==> config.mk <==
export PLATFORM = sky130hd
export DESIGN_NAME = led_blink_gen_flat
export DESIGN_NICKNAME = d
export VERILOG_FILES = /design/src/rtl/led_pkg.sv /design/src/rtl/led_blink_gen_if.sv /design/src/rtl/led_phase_timer.sv /design/src/rtl/led_blink_gen.sv /design/src/flat_wrapper.sv
export SDC_FILE = /design/constraint.sdc
export NUM_CORES = 1
export LEC_CHECK = 0
export ABC_AREA = 1
export CORE_ASPECT_RATIO = 0.6
export CORE_MARGIN = 4
export CORE_UTILIZATION = 50
export CTS_CLUSTER_SIZE = 40
export DETAILED_ROUTE_END_ITERATION = 6
export PLACE_DENSITY_LB_ADDON = 0.25
export SLEW_MARGIN = 20
export SYNTH_ARGS = -nofsm -noshare
export SYNTH_HDL_FRONTEND = slang
export SYNTH_HIERARCHICAL = 1
export SYNTH_SLANG_ARGS = --single-unit
==> constraint.sdc <==
create_clock -name iSysClk -period 1.9 [get_ports iSysClk]
set_input_delay 0.38 -clock iSysClk [delete_from_list [all_inputs] [get_ports iSysClk]]
set_output_delay 0.38 -clock iSysClk [all_outputs]
set_load 0.005 [all_outputs]
==> src/rtl/led_pkg.sv <==
// rtl/led_pkg.sv - shared types and helpers for the LED blink generator
// Contents:
//   led_state_t  blink FSM state encoding
//   max_one()    phase-length load helper; a programmed 0 loads as 1
package led_pkg;

  typedef enum logic [1:0] {
    LED_IDLE = 2'd0,
    LED_ON   = 2'd1,
    LED_OFF  = 2'd2
  } led_state_t;

  // Phase lengths of 0 would never expire on a down-counter, so they are
  // promoted to the shortest meaningful phase of one tick.
  function automatic logic [31:0] max_one(input logic [31:0] x);
    return (x == 32'd0) ? 32'd1 : x;
  endfunction

endpackage

==> src/rtl/led_blink_gen_if.sv <==
// rtl/led_blink_gen_if.sv - blink train request handshake bundle
// Signals:
//   iReqVd    requester -> generator  request valid, held until accepted
//   oReqRdy   generator -> requester  ready, high only while idle
//   iOnTime   requester -> generator  ON phase length in ticks
//   iOffTime  requester -> generator  OFF phase length in ticks
//   iRepeat   requester -> generator  number of ON pulses
interface led_blink_gen_if #(
  parameter int pTimeW = 8,
  parameter int pRptW  = 4
);

  logic              iReqVd;
  logic              oReqRdy;
  logic [pTimeW-1:0] iOnTime;
  logic [pTimeW-1:0] iOffTime;
  logic [pRptW-1:0]  iRepeat;

  modport master (
    output iReqVd, iOnTime, iOffTime, iRepeat,
    input  oReqRdy
  );

  modport slave (
    input  iReqVd, iOnTime, iOffTime, iRepeat,
    output oReqRdy
  );

endinterface

==> src/rtl/led_phase_timer.sv <==
// rtl/led_phase_timer.sv - tick-driven phase down-counter with expire flag
// Ports:
//   clk       in   system clock
//   rst       in   synchronous active-high reset, clears the count
//   cke       in   tick strobe; each strobe decrements a non-zero count
//   load      in   load load_val (wins over clear and decrement)
//   load_val  in   phase length, already promoted to at least 1
//   clear     in   drop the count to 0 (abort path)
//   expire    out  high in the cycle whose tick consumes the last count
module led_phase_timer #(
  parameter int pTimeW = 8
) (
  input  logic              clk,
  input  logic              rst,
  input  logic              cke,
  input  logic              load,
  input  logic [pTimeW-1:0] load_val,
  input  logic              clear,
  output logic              expire
);

  logic [pTimeW-1:0] cnt_q;
  logic [pTimeW-1:0] cnt_d;

  always_comb begin
    cnt_d = cnt_q;
    if (load) begin
      cnt_d = load_val;
    end else if (clear) begin
      cnt_d = '0;
    end else if (cke && (cnt_q != '0)) begin
      cnt_d = cnt_q - pTimeW'(1);
    end
  end

  always_ff @(posedge clk) begin
    if (rst) begin
      cnt_q <= '0;
    end else begin
      cnt_q <= cnt_d;
    end
  end

  // The tick seen while the count sits at 1 is the last tick of the phase;
  // the FSM acts on it at the same edge, so an N-tick phase spans N strobes.
  assign expire = cke && (cnt_q == pTimeW'(1));

endmodule

==> src/rtl/led_blink_gen.sv <==
// rtl/led_blink_gen.sv - user LED blink train generator
// Ports:
//   iSysClk   in   system clock
//   iSysRst   in   synchronous active-high reset
//   iCke      in   1-cycle tick strobe timing every phase
//   req       if   request handshake (slave side), see led_blink_gen_if
//   iAbort    in   cancel a running train, no tick needed
//   oUserLed  out  LED drive, pIdleLevel when not blinking
//   oBusy     out  high while a train is running
//   oDone     out  1-cycle pulse on normal completion (or empty train)
module led_blink_gen
  import led_pkg::*;
#(
  parameter int   pTimeW     = 8,
  parameter int   pRptW      = 4,
  parameter logic pIdleLevel = 1'b0
) (
  input  logic            iSysClk,
  input  logic            iSysRst,
  input  logic            iCke,
  led_blink_gen_if.slave  req,
  input  logic            iAbort,
  output logic            oUserLed,
  output logic            oBusy,
  output logic            oDone
);

  localparam logic LedActive = ~pIdleLevel;

  led_state_t        state_q,    state_d;
  logic              led_q,      led_d;
  logic              done_q,     done_d;
  logic [pRptW-1:0]  rpt_q,      rpt_d;
  logic [pTimeW-1:0] on_time_q,  on_time_d;
  logic [pTimeW-1:0] off_time_q, off_time_d;

  logic              tmr_load;
  logic [pTimeW-1:0] tmr_val;
  logic              tmr_clear;
  logic              tmr_expire;

  led_phase_timer #(
    .pTimeW (pTimeW)
  ) u_timer (
    .clk      (iSysClk),
    .rst      (iSysRst),
    .cke      (iCke),
    .load     (tmr_load),
    .load_val (tmr_val),
    .clear    (tmr_clear),
    .expire   (tmr_expire)
  );

  always_comb begin
    state_d    = state_q;
    led_d      = led_q;
    done_d     = 1'b0;
    rpt_d      = rpt_q;
    on_time_d  = on_time_q;
    off_time_d = off_time_q;
    tmr_load   = 1'b0;
    tmr_val    = '0;
    tmr_clear  = 1'b0;

    case (state_q)
      LED_IDLE: begin
        // Abort is meaningless here; a request offered with it still goes in.
        if (req.iReqVd) begin
          on_time_d  = req.iOnTime;
          off_time_d = req.iOffTime;
          if (req.iRepeat == '0) begin
            done_d = 1'b1;
          end else begin
            state_d  = LED_ON;
            led_d    = LedActive;
            rpt_d    = req.iRepeat;
            tmr_load = 1'b1;
            tmr_val  = pTimeW'(max_one(32'(req.iOnTime)));
          end
        end
      end

      LED_ON: begin
        if (iAbort) begin
          state_d   = LED_IDLE;
          led_d     = pIdleLevel;
          rpt_d     = '0;
          tmr_clear = 1'b1;
        end else if (tmr_expire) begin
          if (rpt_q > pRptW'(1)) begin
            state_d  = LED_OFF;
            led_d    = pIdleLevel;
            rpt_d    = rpt_q - pRptW'(1);
            tmr_load = 1'b1;
            tmr_val  = pTimeW'(max_one(32'(off_time_q)));
          end else begin
            // Last pulse: return straight to idle with no trailing OFF.
            state_d = LED_IDLE;
            led_d   = pIdleLevel;
            rpt_d   = '0;
            done_d  = 1'b1;
          end
        end
      end

      LED_OFF: begin
        if (iAbort) begin
          state_d   = LED_IDLE;
          led_d     = pIdleLevel;
          rpt_d     = '0;
          tmr_clear = 1'b1;
        end else if (tmr_expire) begin
          state_d  = LED_ON;
          led_d    = LedActive;
          tmr_load = 1'b1;
          tmr_val  = pTimeW'(max_one(32'(on_time_q)));
        end
      end

      default: begin
        state_d   = LED_IDLE;
        led_d     = pIdleLevel;
        rpt_d     = '0;
        tmr_clear = 1'b1;
      end
    endcase
  end

  always_ff @(posedge iSysClk) begin
    if (iSysRst) begin
      state_q    <= LED_IDLE;
      led_q      <= pIdleLevel;
      done_q     <= 1'b0;
      rpt_q      <= '0;
      on_time_q  <= '0;
      off_time_q <= '0;
    end else begin
      state_q    <= state_d;
      led_q      <= led_d;
      done_q     <= done_d;
      rpt_q      <= rpt_d;
      on_time_q  <= on_time_d;
      off_time_q <= off_time_d;
    end
  end

  assign oUserLed    = led_q;
  assign oDone       = done_q;
  assign oBusy       = (state_q != LED_IDLE);
  assign req.oReqRdy = (state_q == LED_IDLE);

endmodule
==> src/flat_wrapper.sv <==
// flat-port wrapper written by rule: the top's interface ports become plain ports
module led_blink_gen_flat import led_pkg::*;
#(
  parameter int   pTimeW     = 8,
  parameter int   pRptW      = 4,
  parameter logic pIdleLevel = 1'b0
)
  (iSysClk, iSysRst, iCke, iAbort, oUserLed, oBusy, oDone, req_iReqVd, req_iOnTime, req_iOffTime, req_iRepeat, req_oReqRdy);
  led_blink_gen_if #(.pTimeW(pTimeW), .pRptW(pRptW)) req_i ();
  input  logic iSysClk;
  input  logic iSysRst;
  input  logic iCke;
  input  logic iAbort;
  output logic oUserLed;
  output logic oBusy;
  output logic oDone;
  input wire logic [$bits(req_i.iReqVd)-1:0] req_iReqVd;
  input wire logic [$bits(req_i.iOnTime)-1:0] req_iOnTime;
  input wire logic [$bits(req_i.iOffTime)-1:0] req_iOffTime;
  input wire logic [$bits(req_i.iRepeat)-1:0] req_iRepeat;
  output wire logic [$bits(req_i.oReqRdy)-1:0] req_oReqRdy;
  assign req_i.iReqVd = req_iReqVd;
  assign req_i.iOnTime = req_iOnTime;
  assign req_i.iOffTime = req_iOffTime;
  assign req_i.iRepeat = req_iRepeat;
  assign req_oReqRdy = req_i.oReqRdy;
  led_blink_gen #(.pTimeW(pTimeW), .pRptW(pRptW), .pIdleLevel(pIdleLevel)) u_core (.iSysClk(iSysClk), .iSysRst(iSysRst), .iCke(iCke), .req(req_i), .iAbort(iAbort), .oUserLed(oUserLed), .oBusy(oBusy), .oDone(oDone));
endmodule
==> results of run 1 <==
==> power groups by stage <==
stage,Sequential [mW],Combinational (mW),Clock [mW]
after global placement,0.913,1.44,0
final,0.923,1.65,0.651
after CTS,0.901,1.53,0.663
after floorplan,0.911,0.953,0
after detailed placement,0.916,1.48,0
after global routing,0.937,1.83,0.696
==> cell usage in the layout (no fill, tap or decap), types with 2 or more instances in the layout <==
| cell | instances |
|---|---|
| o21ai_0 | 20 |
| nor2_2 | 5 |
| dfxtp_1 | 26 |
| buf_4 | 32 |
| nand3_4 | 2 |
| nand3_1 | 15 |
| clkbuf_8 | 5 |
| nand2_2 | 9 |
| nand2_4 | 4 |
| clkinv_2 | 2 |
| nor2_4 | 5 |
| o21ai_1 | 9 |
| dfxtp_2 | 6 |
| o21bai_1 | 2 |
| o21ai_2 | 4 |
| inv_1 | 25 |
| clkdlybuf4s50_1 | 24 |
| inv_2 | 8 |
| nor2_1 | 60 |
| a31oi_1 | 6 |
| ha_2 | 2 |
| dlymetal6s2s_1 | 3 |
| buf_6 | 2 |
| a21oi_1 | 13 |
| o22ai_1 | 2 |
| ha_4 | 3 |
| ha_1 | 4 |
| nand2_1 | 79 |
| nor2_8 | 2 |
| nand4_1 | 2 |
==> state kept, by name, summed over array words and instances, names as in the netlist <==
signal,count
u_core/on_time_q,8
u_core/off_time_q,8
u_core/oUserLed,1
u_core/oDone,1
u_core/u_timer/cnt_q,8
u_core/state_q,2
u_core/rpt_q,4
==> through the flow <==
step	cell area (um2)	power, mW	setup WS (ns)	setup TNS [ns]
6_report	2940	3.22	0.0481	0
5_1_grt	2940	3.46	-0.0361	-0.119
4_1_cts	2820	3.09	0.0114	0
3_5_place_dp	2690	2.40	-0.461	-3.61
3_3_place_gp	2690	2.36	-0.386	-2.77
2_1_floorplan	2140	1.86	0.0232	0
==> timing repair <==
item / in CTS / in global routing
hold buffers: 0 / 0
buffers inserted: 0 / 3
pin swaps: 2 / 17
resized for setup: 8 / 41
endpoints found under the setup margin: 10 / 9
==> cell type report <==
| cell class | instances | area (um2) | share of cell area |
|---|---|---|---|
| tap | 60 | 75.1 | 0.0255 |
| clock buffer | 6 | 72.6 | 0.0247 |
| sequential | 32 | 648 | 0.221 |
| clock inverter | 2 | 35.0 | 0.0119 |
| inverter | 36 | 144 | 0.0490 |
| multi-input combinational | 255 | 1400 | 0.475 |
| timing repair buffer | 63 | 569 | 0.194 |
==> worst max-delay path, cell delays in order, from the launching register on <==
cell and delay, ns:
dfxtp_2 0.35, inv_1 0.08, ha_4 0.20, inv_6 0.06, clkdlybuf4s50_1 0.49
==> routing by layer <==
metal / GRT usage / part of all wire / vias to the layer above
met3: 0.0460 / 0.066 / 5
li1: - / - / 1178
met5: 0 / 0 / -
met2: 0.318 / 0.44 / 73
met4: 0.0634 / 0.0077 / 0
met1: 0.319 / 0.49 / 1037
==> cell families after synthesis <==
family	Yosys count	share of synthesized area
buf+inv	44	0.0943
flops	32	0.300
xor+xnor	1	0.00410
compound gates	58	0.146
fa+ha+maj	9	0.0527
simple gates	187	0.403
==> final timing paths <==
path | endpoint | cells after the start | startpoint | slack (ns)
max | oBusy | 4 | u_core/state_q[0] | 0.05
min | u_core/oUserLed | 2 | u_core/oUserLed | 0.48
max reg2reg | u_core/u_timer/cnt_q[6] | 13 | u_core/state_q[1] | 0.09
min reg2reg | u_core/oUserLed | 2 | u_core/oUserLed | 0.48
==> flow_summary.ini, run 1 <==
[yosys]
ys_warn_count = 6
synth-edff-count = 0
yosys.cell_count.top_type = nand2_1
synthesis.nets = 365
yosysTopAreaCell = dfxtp_1
syn_avg_cell_area_um2 = 6.46
synthFlopType = dfxtp_1
ys_top_cells_by_count = nand2_1, nor2_1, inv_1, dfxtp_1, o21ai_0
synth_top_area_frac = 0.300
synth.cell_area_mm2 = 0.00214
synth.yosys.seq_area_share = 0.300
netlist_instances = 331
synth.area.top_cells = dfxtp_1, nand2_1, nor2_1, o21ai_0, inv_1
ys_seq_elements = 32
yosys.cell_types.count = 33
synth_async_sr_flop_share = 0

[layout]
nFillCells = 365
antennaDiodeCount = 0
layout-drive-gt1-share = 0.246
fin_cells = 454
postLayoutCoreUtil = 0.713
areaGrowthSynthToFinish_pct = 37.5
nets = 427

[critical_path]
end_kind = output pin
cp_data_required_time_ns = 1.52
crit_fanout = 5
start_kind = flip-flop
cp.arrival_ns = 1.47
critPathKind = flip-flop to output pin

[clocking]
cts.path.max_buffers = 2
root_buffer = clkbuf_8
cts_tree = yes
clock_sinks = 32
cts_made_buffers = 5
clk_latency_ns = 0.29
clkTransAtPathRegs_ns = 0.07
h-tree-depth = 2

[drt]
first_pass_iters = 4
drc = 0
wl_mm = 5.70
viasPerCell = 5.05
wire_per_inst_um = 12.6
vias = 2293
drtAntennaViolNets = 0
drtIter0Drc = 106

[power_and_ir_drop]
power.internal_mw = 1.93
switching_share = 0.401
seqPwrFrac = 0.286
combPwrFrac = 0.512
vdd_ir_drop_max_mv = 0.479
p_per_area_mw_per_mm2 = 1100
pwr-share-clk = 0.202
p_switching_mw = 1.29
p_leak_nw = 1.34

[placement]
numPortBuffers = 28
place.gp.congestion = 0.862
hpwlAfterDp_mm = 4.30
dpl.cell_count = 443

[timing]
worstMarginPinSlew_ns = 0.419
rsz0062_at_grt = true
fin_crit_sh = 0.975
maxSlewHeadroom = 0.719
setup_viol = 0
slew_violations = 0
holdWs_ns = 0.478
fmax_mhz = 540
hold_viol = 0
fin_skew_ns = 0.00348
fin_crit_ns = 1.85

[floorplanning]
die_h_um = 58.6
num_io_pins = 29
dieArea_mm2 = 0.00542
die_w_um = 92.4
rows = 18
start_util = 0.519
core_area_mm2 = 0.00412

[flow_run]
drv_cap = 0

[global_routing]
antenna_found_initial = 0
grt_pass1_vias = 1992
grt_pass1_wl_mm = 9.24
gr-total-overflow = 0
grt_max_degree = 18
grtUsageTotal = 0.216

[status]
status = complete, no violations

[min_path]
hp-class = flip-flop to flip-flop
Power figures use the tool's default switching activity.
==> inputs of run 2 (changes only) <==
--- a/config.mk
+++ b/config.mk
@@ -9,6 +9,7 @@
 export CORE_ASPECT_RATIO = 0.6
 export CORE_MARGIN = 4
 export CORE_UTILIZATION = 50
+export CTS_CLUSTER_DIAMETER = 120
 export CTS_CLUSTER_SIZE = 40
 export DETAILED_ROUTE_END_ITERATION = 6
 export PLACE_DENSITY_LB_ADDON = 0.25
==> results of run 2 <==
Same layout as run 1: the final DEF is identical, and so are final timing and power.
